==> src/rtl/demux16_deserializer.sv <==
// demux16_deserializer: rebuilds a parallel word from a serial bit stream
// produced by a mux-driven link. Bits are written LSB first at index sel.
// The finished word is presented with a valid/ready handshake.
//
// Ports:
//   clk        system clock, rising edge
//   rst        asynchronous active-high reset
//   start      begin a new word (also aborts a partial word)
//   din        serial data bit
//   din_valid  din is valid this cycle
//   out_ready  downstream accepts the word
//   dout       assembled word (registered)
//   out_valid  dout holds a complete word (registered)
//   sel        index the next valid bit will be written to (registered)
//   busy       high while collecting bits (registered)
//   overrun    sticky: data arrived while a word was waiting (registered)
module demux16_deserializer #(
    parameter int unsigned N    = 16,
    parameter int unsigned SELW = 4
) (
    input  logic            clk,
    input  logic            rst,
    input  logic            start,
    input  logic            din,
    input  logic            din_valid,
    input  logic            out_ready,
    output logic [N-1:0]    dout,
    output logic            out_valid,
    output logic [SELW-1:0] sel,
    output logic            busy,
    output logic            overrun
);

    typedef enum logic [1:0] {
        IDLE    = 2'd0,
        COLLECT = 2'd1,
        HOLD    = 2'd2
    } state_t;

    localparam logic [SELW-1:0] LAST_SEL = SELW'(N - 1);

    state_t          state, state_n;
    logic [N-1:0]    shadow, shadow_n;
    logic [N-1:0]    dout_n;
    logic            out_valid_n;
    logic [SELW-1:0] sel_n;
    logic            busy_n;
    logic            overrun_n;

    // State and datapath registers
    always_ff @(posedge clk or posedge rst) begin
        if (rst) begin
            state     <= IDLE;
            shadow    <= '0;
            dout      <= '0;
            out_valid <= 1'b0;
            sel       <= '0;
            busy      <= 1'b0;
            overrun   <= 1'b0;
        end else begin
            state     <= state_n;
            shadow    <= shadow_n;
            dout      <= dout_n;
            out_valid <= out_valid_n;
            sel       <= sel_n;
            busy      <= busy_n;
            overrun   <= overrun_n;
        end
    end

    // Next-state and next-output logic
    always_comb begin
        state_n     = state;
        shadow_n    = shadow;
        dout_n      = dout;
        out_valid_n = out_valid;
        sel_n       = sel;
        overrun_n   = overrun;

        unique case (state)
            IDLE: begin
                if (start) begin
                    state_n  = COLLECT;
                    sel_n    = '0;
                    shadow_n = '0;
                end
            end

            COLLECT: begin
                // start wins over a coincident valid bit; that bit is dropped
                if (start) begin
                    sel_n    = '0;
                    shadow_n = '0;
                end else if (din_valid) begin
                    shadow_n[sel] = din;
                    sel_n         = SELW'(sel + SELW'(1));
                    // Final bit loads dout directly, including the incoming bit
                    if (sel == LAST_SEL) begin
                        dout_n      = shadow_n;
                        out_valid_n = 1'b1;
                        state_n     = HOLD;
                    end
                end
            end

            HOLD: begin
                if (out_valid && out_ready) begin
                    out_valid_n = 1'b0;
                    if (start) begin
                        state_n  = COLLECT;
                        sel_n    = '0;
                        shadow_n = '0;
                    end else begin
                        state_n = IDLE;
                    end
                end else if (din_valid) begin
                    overrun_n = 1'b1;
                end
            end

            default: begin
                state_n = IDLE;
            end
        endcase

        busy_n = (state_n == COLLECT);
    end

endmodule

==> config.mk <==
export PLATFORM = sky130hd
export DESIGN_NAME = demux16_deserializer
export DESIGN_NICKNAME = d
export VERILOG_FILES = /design/src/rtl/demux16_deserializer.sv
export SDC_FILE = /design/constraint.sdc
export NUM_CORES = 1
export LEC_CHECK = 0
export ABC_AREA = 1
export ABC_CLOCK_PERIOD_IN_PS = 1500
export BUFFER_PORTS_ARGS = -buffer_cell sky130_fd_sc_hd__buf_2
export CAP_MARGIN = 20
export CELL_PAD_IN_SITES_DETAIL_PLACEMENT = 0
export CELL_PAD_IN_SITES_GLOBAL_PLACEMENT = 2
export CORE_MARGIN = 2
export CORE_UTILIZATION = 31
export CTS_BUF_LIST = sky130_fd_sc_hd__clkbuf_4
export DETAILED_ROUTE_END_ITERATION = 8
export PLACE_DENSITY_LB_ADDON = 0.1
export REMOVE_ABC_BUFFERS = 1
export SLEW_MARGIN = 20
export SYNTH_ARGS = -nofsm -noshare
export SYNTH_HDL_FRONTEND = slang
export SYNTH_SLANG_ARGS = --single-unit
==> constraint.sdc <==
create_clock -name clk -period 1.5 [get_ports clk]
set_clock_uncertainty 0.2 [all_clocks]
set_input_delay 0.225 -clock clk [delete_from_list [all_inputs] [get_ports clk]]
set_output_delay 0.225 -clock clk [all_outputs]
set_load 0.01 [all_outputs]
==> qor.txt, run 1 <==
Vias in the first global route: 1724
Core ar.: 6390 um^2
Status: complete, but fails checks
Setup CP Type: flop to output port
Synth Cell Area: 2060 um^2
Slew Limit Fails: 0
Max Clk Rate: 0.653 GHz
Max-Cap Viols: 0
P_leak: 1.60 nW
FF+latch area: 1030 um^2
Rel. slew slack: 0.819
Mapped Cells: 259
Crit path launch type: flop
WL/cell: 13.2 um
WL final: 5370 um
Min cycle time layout: 1.53 ns
Die Wd: 85.4 um
CTS H-tree lvls: 2
Drt initial violations: 48
CP arrival: 1.11 ns
Worst-skew pair later-pin latency: 0.36 ns
Register bit total from synthesis: 41
Site row count: 29
Failing checks: negative setup slack
Synth warnings: 0
Main area contributors after synthesis: dfrtp_1, nand2_1, o21ai_0
First-pass GRT wire length: 8850 um
Power Density: 707 nW/um^2
Height of the die: 85.4 um
Final Cycle Share: 1.02
Avg Inst Size Synth: 7.94 um^2
Fin worst setup slack: -0.0325 ns
Reg clk slew, reported paths: 0.13 ns
Largest net degree at the start of global routing: 42
Filler instances: 651
CTS tree: yes
Hold Crit Class: primary input to flop
Setup violators final: 7
Total CTS buffers: 5
Area of the die: 7300 um^2
DR vias: 1848
Commonest non-fill, non-tap cells in the layout: nand2_1, dfrtp_1, buf_2
DP Worst Slack: -0.112 ns
Largest area contributor in the netlist: dfrtp_1
Commonest non-fill, non-tap cell in the layout: nand2_1
# diodes: 0
Final Hold Vio Count: 0
Initial antenna violation count: 0
Fin nets: 338
Drt via density: 4.55
Worst-Margin Slew: 0.271 ns
Initial Utilization: 0.322
Proportion of layout cells with a drive suffix above 1: 0.407
CTS root buffer: clkbuf_4
Gr ovfl total: 0
Top cell type's share of synthesized area: 0.499
HPWL Detailed: 3580 um
Seq/Total Area, Yosys: 0.499
Residual DRC: 0
CP Capture Type: output port
CTS Buffer Depth: 2
I/O pin total: 29
Final instance area: 2940 um^2
Sum Neg Setup Slack: -0.0736 ns
Maximum vdd drop: 0.421 mV
Clock sinks: 41
Number of port buffers: 28
Placer Congestion: 0.741
Routed Antenna Nets: 0
P&R area growth vs syn: 43.0%
Crit Path Max Fanout: 4
Total GRT Usage: 0.155
Critical Path RT: 1.07 ns
Multi-input logic area: 1080 um^2
1st-pass router iterations: 4
Netlist cell types: 22
Placed Area: 2500 um^2
RSZ-0062 raised after global routing: true
## cell usage after synthesis, drive strengths merged
cell type / instances
buf: 7
nand4: 2
a21oi: 1
inv: 19
ha: 4
nand3: 17
o21bai: 1
clkinv: 1
o21ai: 20
nand2: 138
dfrtp: 41
a21boi: 2
nor2: 5
clkbuf: 1
## sequential cells by signal, indices dropped and copies added (netlist names)
| signal | flops |
|---|---|
| busy | 1 |
| dout | 16 |
| out_valid | 1 |
| overrun | 1 |
| sel | 4 |
| shadow | 16 |
| state | 2 |
## cell families (layout without fill, tap and decap cells)
| logic type | Yosys count | in the layout | share of synthesized area |
|---|---|---|---|
| AOI/OAI and AO/OA | 24 | 24 | 0.0676 |
| adders and majority gates | 4 | 4 | 0.0243 |
| buffers and inverters | 28 | 98 | 0.0694 |
| DFF | 41 | 41 | 0.499 |
| and+or+nand+nor | 162 | 162 | 0.340 |
## cell type report
type | count | area share
well taps | 77 | 0.0328
inverters | 20 | 0.0285
flip-flops and latches | 41 | 0.351
repair buffers | 70 | 0.201
clock inverters | 3 | 0.00596
multi-input cells | 190 | 0.368
clock buffers | 5 | 0.0128
## power by group
| group | total (mW) | leakage (nW) | internal, mW | switching (mW) |
|---|---|---|---|---|
| clock | 0.568 | 0.0310 | 0.177 | 0.391 |
| combinational | 0.365 | 1.02 | 0.170 | 0.195 |
| sequential | 1.14 | 0.548 | 1.12 | 0.0211 |
| total | 2.08 | 1.60 | 1.47 | 0.606 |
## critical path: stages, from the launching register on
cell and delay, ns:
dfrtp_2 0.49, buf_6 0.15, buf_6 0.11
## stage by stage
| step | power [mW] | util | hold WS (ns) | std cells |
|---|---|---|---|---|
| global route | 2.20 | 0.460 | 0.211 | 406 |
| detailed placement | 1.41 | 0.392 | 0.0839 | 385 |
| finish | 2.08 | 0.460 | 0.171 | 406 |
| CTS | 2.01 | 0.413 | 0.151 | 398 |
| global placement | 1.41 | 0.392 | 0.0798 | 385 |
| floorplan | 1.28 | - | 0.163 | 251 |
## layer usage
layer | up-vias | global-route usage | wire length [um]
met4 | 0 | 0.0390 | 59
met3 | 5 | 0.0302 | 157
li1 | 943 | - | -
met1 | 876 | 0.217 | 2560
met5 | - | 0 | 0
met2 | 24 | 0.246 | 2590
## worst paths after layout
kind / slack, ns / cells after the start / start / endpoint
max: -0.03 / 2 / sel[1]$_DFFE_PP0P_ / sel[1]
min: 0.17 / 6 / din / shadow[15]$_DFFE_PP0P_
max reg2reg: -0.01 / 8 / sel[0]$_DFFE_PP0P_ / shadow[4]$_DFFE_PP0P_
min reg2reg: 0.28 / 2 / dout[10]$_DFFE_PP0P_ / dout[10]$_DFFE_PP0P_
max in group asynchronous: 0.65 / 4 / rst / sel[2]$_DFFE_PP0P_
min in group asynchronous: 0.23 / 4 / rst / dout[1]$_DFFE_PP0P_
## repair_timing
| action | in CTS | in global routing |
|---|---|---|
| gates cloned | 0 | 1 |
| resized for setup | 16 | 83 |
| endpoints found under the setup margin | 34 | 43 |
| hold endpoints to repair | 44 | 0 |
| hold buffers | 4 | 0 |
| setup buffers | 2 | 7 |
| pin swaps | 0 | 18 |
No activity file was read; power rests on OpenSTA's default activity.
==> inputs of run 2 (changes only) <==
--- a/config.mk
+++ b/config.mk
@@ -17,6 +17,7 @@
 export DETAILED_ROUTE_END_ITERATION = 8
 export PLACE_DENSITY_LB_ADDON = 0.1
 export REMOVE_ABC_BUFFERS = 1
+export SKIP_CTS_REPAIR_TIMING = 1
 export SLEW_MARGIN = 20
 export SYNTH_ARGS = -nofsm -noshare
 export SYNTH_HDL_FRONTEND = slang
==> run 2 against run 1 <==
Against the previous run: the run ends with negative hold slack, negative setup slack left; hold slack lost 0.19 ns; critical path depth increased by 1; largest power group unchanged; critical endpoint is now sel[2]; global-route usage shrank 0.12 points; non-clock buffer count up 1; power decreased by 0.42%; worst setup slack got worse by 0.028 ns; sequential power is essentially flat; clock-buffer cell count stayed put; via count up 0.76%; critical path type unchanged; utilization rose by 0.31 points.
==> qor.txt, run 2 (synthesis gave the netlist of run 1 again) <==
RSZ-0062 raised after global routing: true
Power Density: 699 nW/um^2
Most Frequent Cell on Critical Path: buf_6
Drt via density: 4.57
Initial antenna violation count: 0
CP arrival: 1.14 ns
End of the worst hold path: overrun$_DFFE_PP0P_
Maximum vdd drop: 0.419 mV
Min cycle time layout: 1.56 ns
Worst hold start: out_ready
P_leak: 1.62 nW
Setup CP Type: flop to output port
Fin Hold WS: -0.0219 ns
Fin nets: 339
I/O pin total: 29
Commonest non-fill, non-tap cells in the layout: nand2_1, dfrtp_1, buf_4, buf_2, nand2_2
Hold Path Cell Cnt: 4
Residual DRC: 0
Site row count: 29
Total GRT Usage: 0.153
Proportion of layout cells with a drive suffix above 1: 0.427
Crit Path Max Fanout: 5
Placed Area: 2500 um^2
Setup violators final: 13
HPWL Detailed: 3580 um
Critical Path Start: sel[2]$_DFFE_PP0P_
Largest registers: dout: 16 flops, shadow: 16 flops, sel: 4 flops
Initial Utilization: 0.322
Commonest non-fill, non-tap cell in the layout: nand2_1
1st-pass router iterations: 4
Crit-path cells: buf_6, buf_6, buf_6
Crit path launch type: flop
CTS H-tree lvls: 2
WL/cell: 13.2 um
Final Cycle Share: 1.04
CP peak stage delay: 0.44 ns
CTS tree: yes
Placer Congestion: 0.741
Max-Cap Viols: 0
Failing checks: negative hold slack, negative setup slack
First-pass GRT wire length: 8770 um
Layout Utilization: 0.463
Die Wd: 85.4 um
CTS root buffer: clkbuf_4
Largest net degree at the start of global routing: 42
Reg clk slew, reported paths: 0.12 ns
Worst path buffer plus inverter count: 3
Slew Limit Fails: 0
Filler instances: 668
Status: complete, but fails checks
P&R area growth vs syn: 43.9%
Worst R2R Setup Slack: -0.02 ns
WL final: 5360 um
Reg-to-reg endpoint: dout[11]$_DFFE_PP0P_
DR vias: 1862
Worst-skew pair later-pin latency: 0.35 ns
CP max stage cell: dfrtp_2
Max Clk Rate: 0.641 GHz
Hold Crit Class: primary input to flop
Height of the die: 85.4 um
Routed Antenna Nets: 0
# diodes: 0
CP delay by family, top: flip-flops
Core ar.: 6390 um^2
Rel. slew slack: 0.843
CTS Buffer Depth: 2
Sum Neg Setup Slack: -0.222 ns
Area of the die: 7300 um^2
Origin of the critical flop-to-flop path: sel[1]$_DFFE_PP0P_
Total CTS buffers: 5
Reg2Reg Depth: 8
Clock sinks: 41
Number of port buffers: 28
Critical Path RT: 1.07 ns
Final Hold Vio Count: 2
Gr ovfl total: 0
Fin worst setup slack: -0.0604 ns
Final instance area: 2960 um^2
CP Capture Type: output port
Vias in the first global route: 1686
Drt initial violations: 60
Worst-Margin Slew: 0.236 ns
DP Worst Slack: -0.112 ns
-- run 2: cell type report --
type	instances	area (um^2)	area share
well taps	77	96.3	0.0326
clock buffers	5	37.5	0.0127
inverters	20	80.1	0.0271
multi-input cells	190	1090	0.367
repair buffers	71	609	0.206
flip-flops and latches	41	1030	0.348
clock inverters	3	17.5	0.00592
-- run 2: worst min-delay path, delay by kind of cell --
kind,cells,cell delay [ns]
simple gates,2,0.13
buf+inv,1,0.09
compound gates,1,0.05
-- run 2: worst max path at each step --
stage | slack (ns) | depth (start not counted) | endpoint
2_1_floorplan | -0.17 | 6 | dout[0]$_DFFE_PP0P_
3_3_place_gp | -0.09 | 5 | dout[6]$_DFFE_PP0P_
3_5_place_dp | -0.11 | 6 | dout[4]$_DFFE_PP0P_
4_1_cts | -0.22 | 3 | sel[2]
5_1_grt | -0.11 | 3 | sel[2]
6_report | -0.06 | 3 | sel[2]
-- run 2: through the flow --
stage | power, mW | cells
finish | 2.07 | 407
global route | 2.20 | 407
CTS | 2.00 | 393
detailed placement | 1.41 | 385
global placement | 1.41 | 385
floorplan | 1.28 | 251
-- run 2: per-layer routing --
| layer | GRT usage | up-vias | part of all wire |
|---|---|---|---|
| met5 | 0 | - | 0 |
| met4 | 0.0390 | 0 | 0.011 |
| met3 | 0.0302 | 6 | 0.030 |
| met2 | 0.241 | 30 | 0.48 |
| met1 | 0.217 | 877 | 0.48 |
| li1 | - | 949 | - |
-- run 2: power by group --
part	switching [mW]	leakage, nW	total, mW	internal [mW]
clock network	0.388	0.0310	0.566	0.177
registers	0.0217	0.548	1.15	1.12
logic	0.191	1.04	0.358	0.166
==> inputs of run 3 (changes only) <==
--- a/config.mk
+++ b/config.mk
@@ -6,15 +6,15 @@
 export NUM_CORES = 1
 export LEC_CHECK = 0
 export ABC_AREA = 1
-export ABC_CLOCK_PERIOD_IN_PS = 1500
-export BUFFER_PORTS_ARGS = -buffer_cell sky130_fd_sc_hd__buf_2
+export ABC_CLOCK_PERIOD_IN_PS = 1700
 export CAP_MARGIN = 20
 export CELL_PAD_IN_SITES_DETAIL_PLACEMENT = 0
 export CELL_PAD_IN_SITES_GLOBAL_PLACEMENT = 2
 export CORE_MARGIN = 2
-export CORE_UTILIZATION = 31
+export CORE_UTILIZATION = 38
 export CTS_BUF_LIST = sky130_fd_sc_hd__clkbuf_4
 export DETAILED_ROUTE_END_ITERATION = 8
+export DONT_BUFFER_PORTS = 1
 export PLACE_DENSITY_LB_ADDON = 0.1
 export REMOVE_ABC_BUFFERS = 1
 export SKIP_CTS_REPAIR_TIMING = 1
==> constraint.sdc (replaced) <==
create_clock -name clk -period 1.7 [get_ports clk]
set_clock_uncertainty 0.2 [all_clocks]
set_input_delay 0.255 -clock clk [delete_from_list [all_inputs] [get_ports clk]]
set_output_delay 0.255 -clock clk [all_outputs]
set_load 0.01 [all_outputs]
==> run 3 against run 2 <==
Against the previous run: the flow now finishes without violations; die area is 18% lower; cell count is 14% lower; critical path depth is 2 lower; non-clock buffer count is 52 lower; sequential share of layout area is 9.7 points higher; hold slack better by 0.15 ns; global-route usage is 2.2 points higher; wire length is 13% lower; first-iteration DRC count is 45% higher; utilization is 1.7 points lower; via count is 14% lower; sequential cell count stayed put; largest cell class is now flip-flops and latches; largest power group unchanged.
==> qor.txt, run 3 (synthesis gave the netlist of run 1 again) <==
Rel. slew slack: 0.604
DR vias: 1602
Worst path buffer plus inverter count: 1
Worst-Margin Slew: 0.590 ns
Setup violators final: 0
Crit Path Max Fanout: 6
Drt via density: 4.60
CP arrival: 1.13 ns
Placer Congestion: 0.738
Final Hold Vio Count: 0
Height of the die: 77.6 um
# diodes: 0
CP max stage cell: dfrtp_1
Clock share of power: 0.286
Final cell count without fillers: 348
P_leak: 1.26 nW
Number of port buffers: 0
Gr ovfl total: 0
CTS Buffer Depth: 2
Cell internal pwr: 1.21 mW
Combinational Power Share: 0.109
WL final: 4660 um
Max-Cap Viols: 0
CP delay by family, top: flip-flops
Power Density: 723 nW/um^2
Setup CP Type: flop to output port
Initial Utilization: 0.397
Area of the die: 6010 um^2
Slew Limit Fails: 0
Crit path launch type: flop
Crit-path cells: buf_4
Core ar.: 5170 um^2
Min cycle time layout: 1.59 ns
Total CTS buffers: 5
CP Capture Type: output port
CTS tree: yes
Status: finished clean
Hold Crit Class: primary input to async pin
Part of the power in registers: 0.605
Maximum vdd drop: 0.282 mV
Fin nets: 287
1st-pass router iterations: 4
Vias in the first global route: 1621
Site row count: 26
Largest net degree at the start of global routing: 29
I/O pin total: 29
Routed Antenna Nets: 0
Residual DRC: 0
Final Cycle Share: 0.935
HPWL Detailed: 3140 um
Switching portion of total power: 0.278
WL/cell: 13.4 um
Die Wd: 77.6 um
Critical Path RT: 1.24 ns
First-pass GRT wire length: 8170 um
CTS root buffer: clkbuf_4
CTS H-tree lvls: 2
Reg-to-reg endpoint: dout[6]$_DFFE_PP0P_
CP peak stage delay: 0.55 ns
Reg2Reg Depth: 6
Sum Neg Setup Slack: 0 ns
RSZ-0062 raised after global routing: false
Drt initial violations: 87
Max Clk Rate: 0.629 GHz
NetSw: 465 uW
Reg clk slew, reported paths: 0.12 ns
Commonest non-fill, non-tap cells in the layout: nand2_1, dfrtp_1, inv_1, nand3_1, o21ai_0
Clock sinks: 41
Placed Cells incl. Taps: 334
Origin of the critical flop-to-flop path: sel[0]$_DFFE_PP0P_
Worst R2R Setup Slack: 0.11 ns
Proportion of layout cells with a drive suffix above 1: 0.122
P&R area growth vs syn: 12.3%
Largest registers: dout: 16 flops, shadow: 16 flops, sel: 4 flops
Worst-skew pair later-pin latency: 0.35 ns
Commonest non-fill, non-tap cell in the layout: nand2_1
Total GRT Usage: 0.176
Initial antenna violation count: 0
==> run 3: changes by cell type in the layout (fill, tap and decap cells not counted), sizes merged <==
cell,before,now
buf,69,13
clkinvlp,1,0
clkinv,4,5
dlygate4sd3,2,6
==> run 3: power groups by stage <==
stage,Clock (mW),Combinational [mW],Sequential (mW)
floorplan,0,0.0979,1.03
global placement,0,0.166,1.03
detailed placement,0,0.167,1.03
CTS,0.510,0.167,1.01
global route,0.557,0.208,1.01
finish,0.477,0.182,1.01
==> run 3: final cells by class <==
class	instances	area [um^2]
inverters	20	75.1
multi-input cells	190	897
flip-flops and latches	41	1030
repair buffers	19	170
clock buffers	5	37.5
well taps	70	87.6
fillers	548	2860
clock inverters	3	12.5
==> run 3: metrics by stage <==
stage | setup slack, ns | total power [mW] | area (um^2) | hold WS [ns] | utilization
5_1_grt | 0.00812 | 1.78 | 2310 | 0.135 | 0.446
2_1_floorplan | 0.0302 | 1.13 | 1990 | 0.193 | -
6_report | 0.111 | 1.67 | 2310 | 0.125 | 0.446
3_5_place_dp | 0.0595 | 1.19 | 2190 | -0.0384 | 0.423
4_1_cts | 0.0406 | 1.69 | 2240 | -0.450 | 0.432
3_3_place_gp | 0.0747 | 1.19 | 2190 | -0.0471 | 0.423
==> run 3: metal layers <==
layer  global-route usage  wire (um)
met1                0.238       2310
met2                0.273       2120
met3               0.0477        166
met4               0.0589         66
met5                    0          0
==> run 3: worst max path at each step <==
stage / startpoint / to / slack [ns] / cells past startpoint
3_3_place_gp: sel[0]$_DFFE_PP0P_ / shadow[6]$_DFFE_PP0P_ / 0.07 / 6
2_1_floorplan: sel[1]$_DFFE_PP0P_ / dout[0]$_DFFE_PP0P_ / 0.03 / 6
4_1_cts: sel[0]$_DFFE_PP0P_ / dout[6]$_DFFE_PP0P_ / 0.04 / 6
3_5_place_dp: sel[0]$_DFFE_PP0P_ / dout[6]$_DFFE_PP0P_ / 0.06 / 6
5_1_grt: sel[3]$_DFFE_PP0P_ / dout[7]$_DFFE_PP0P_ / 0.008 / 5
6_report: sel[2]$_DFFE_PP0P_ / sel[2] / 0.11 / 1
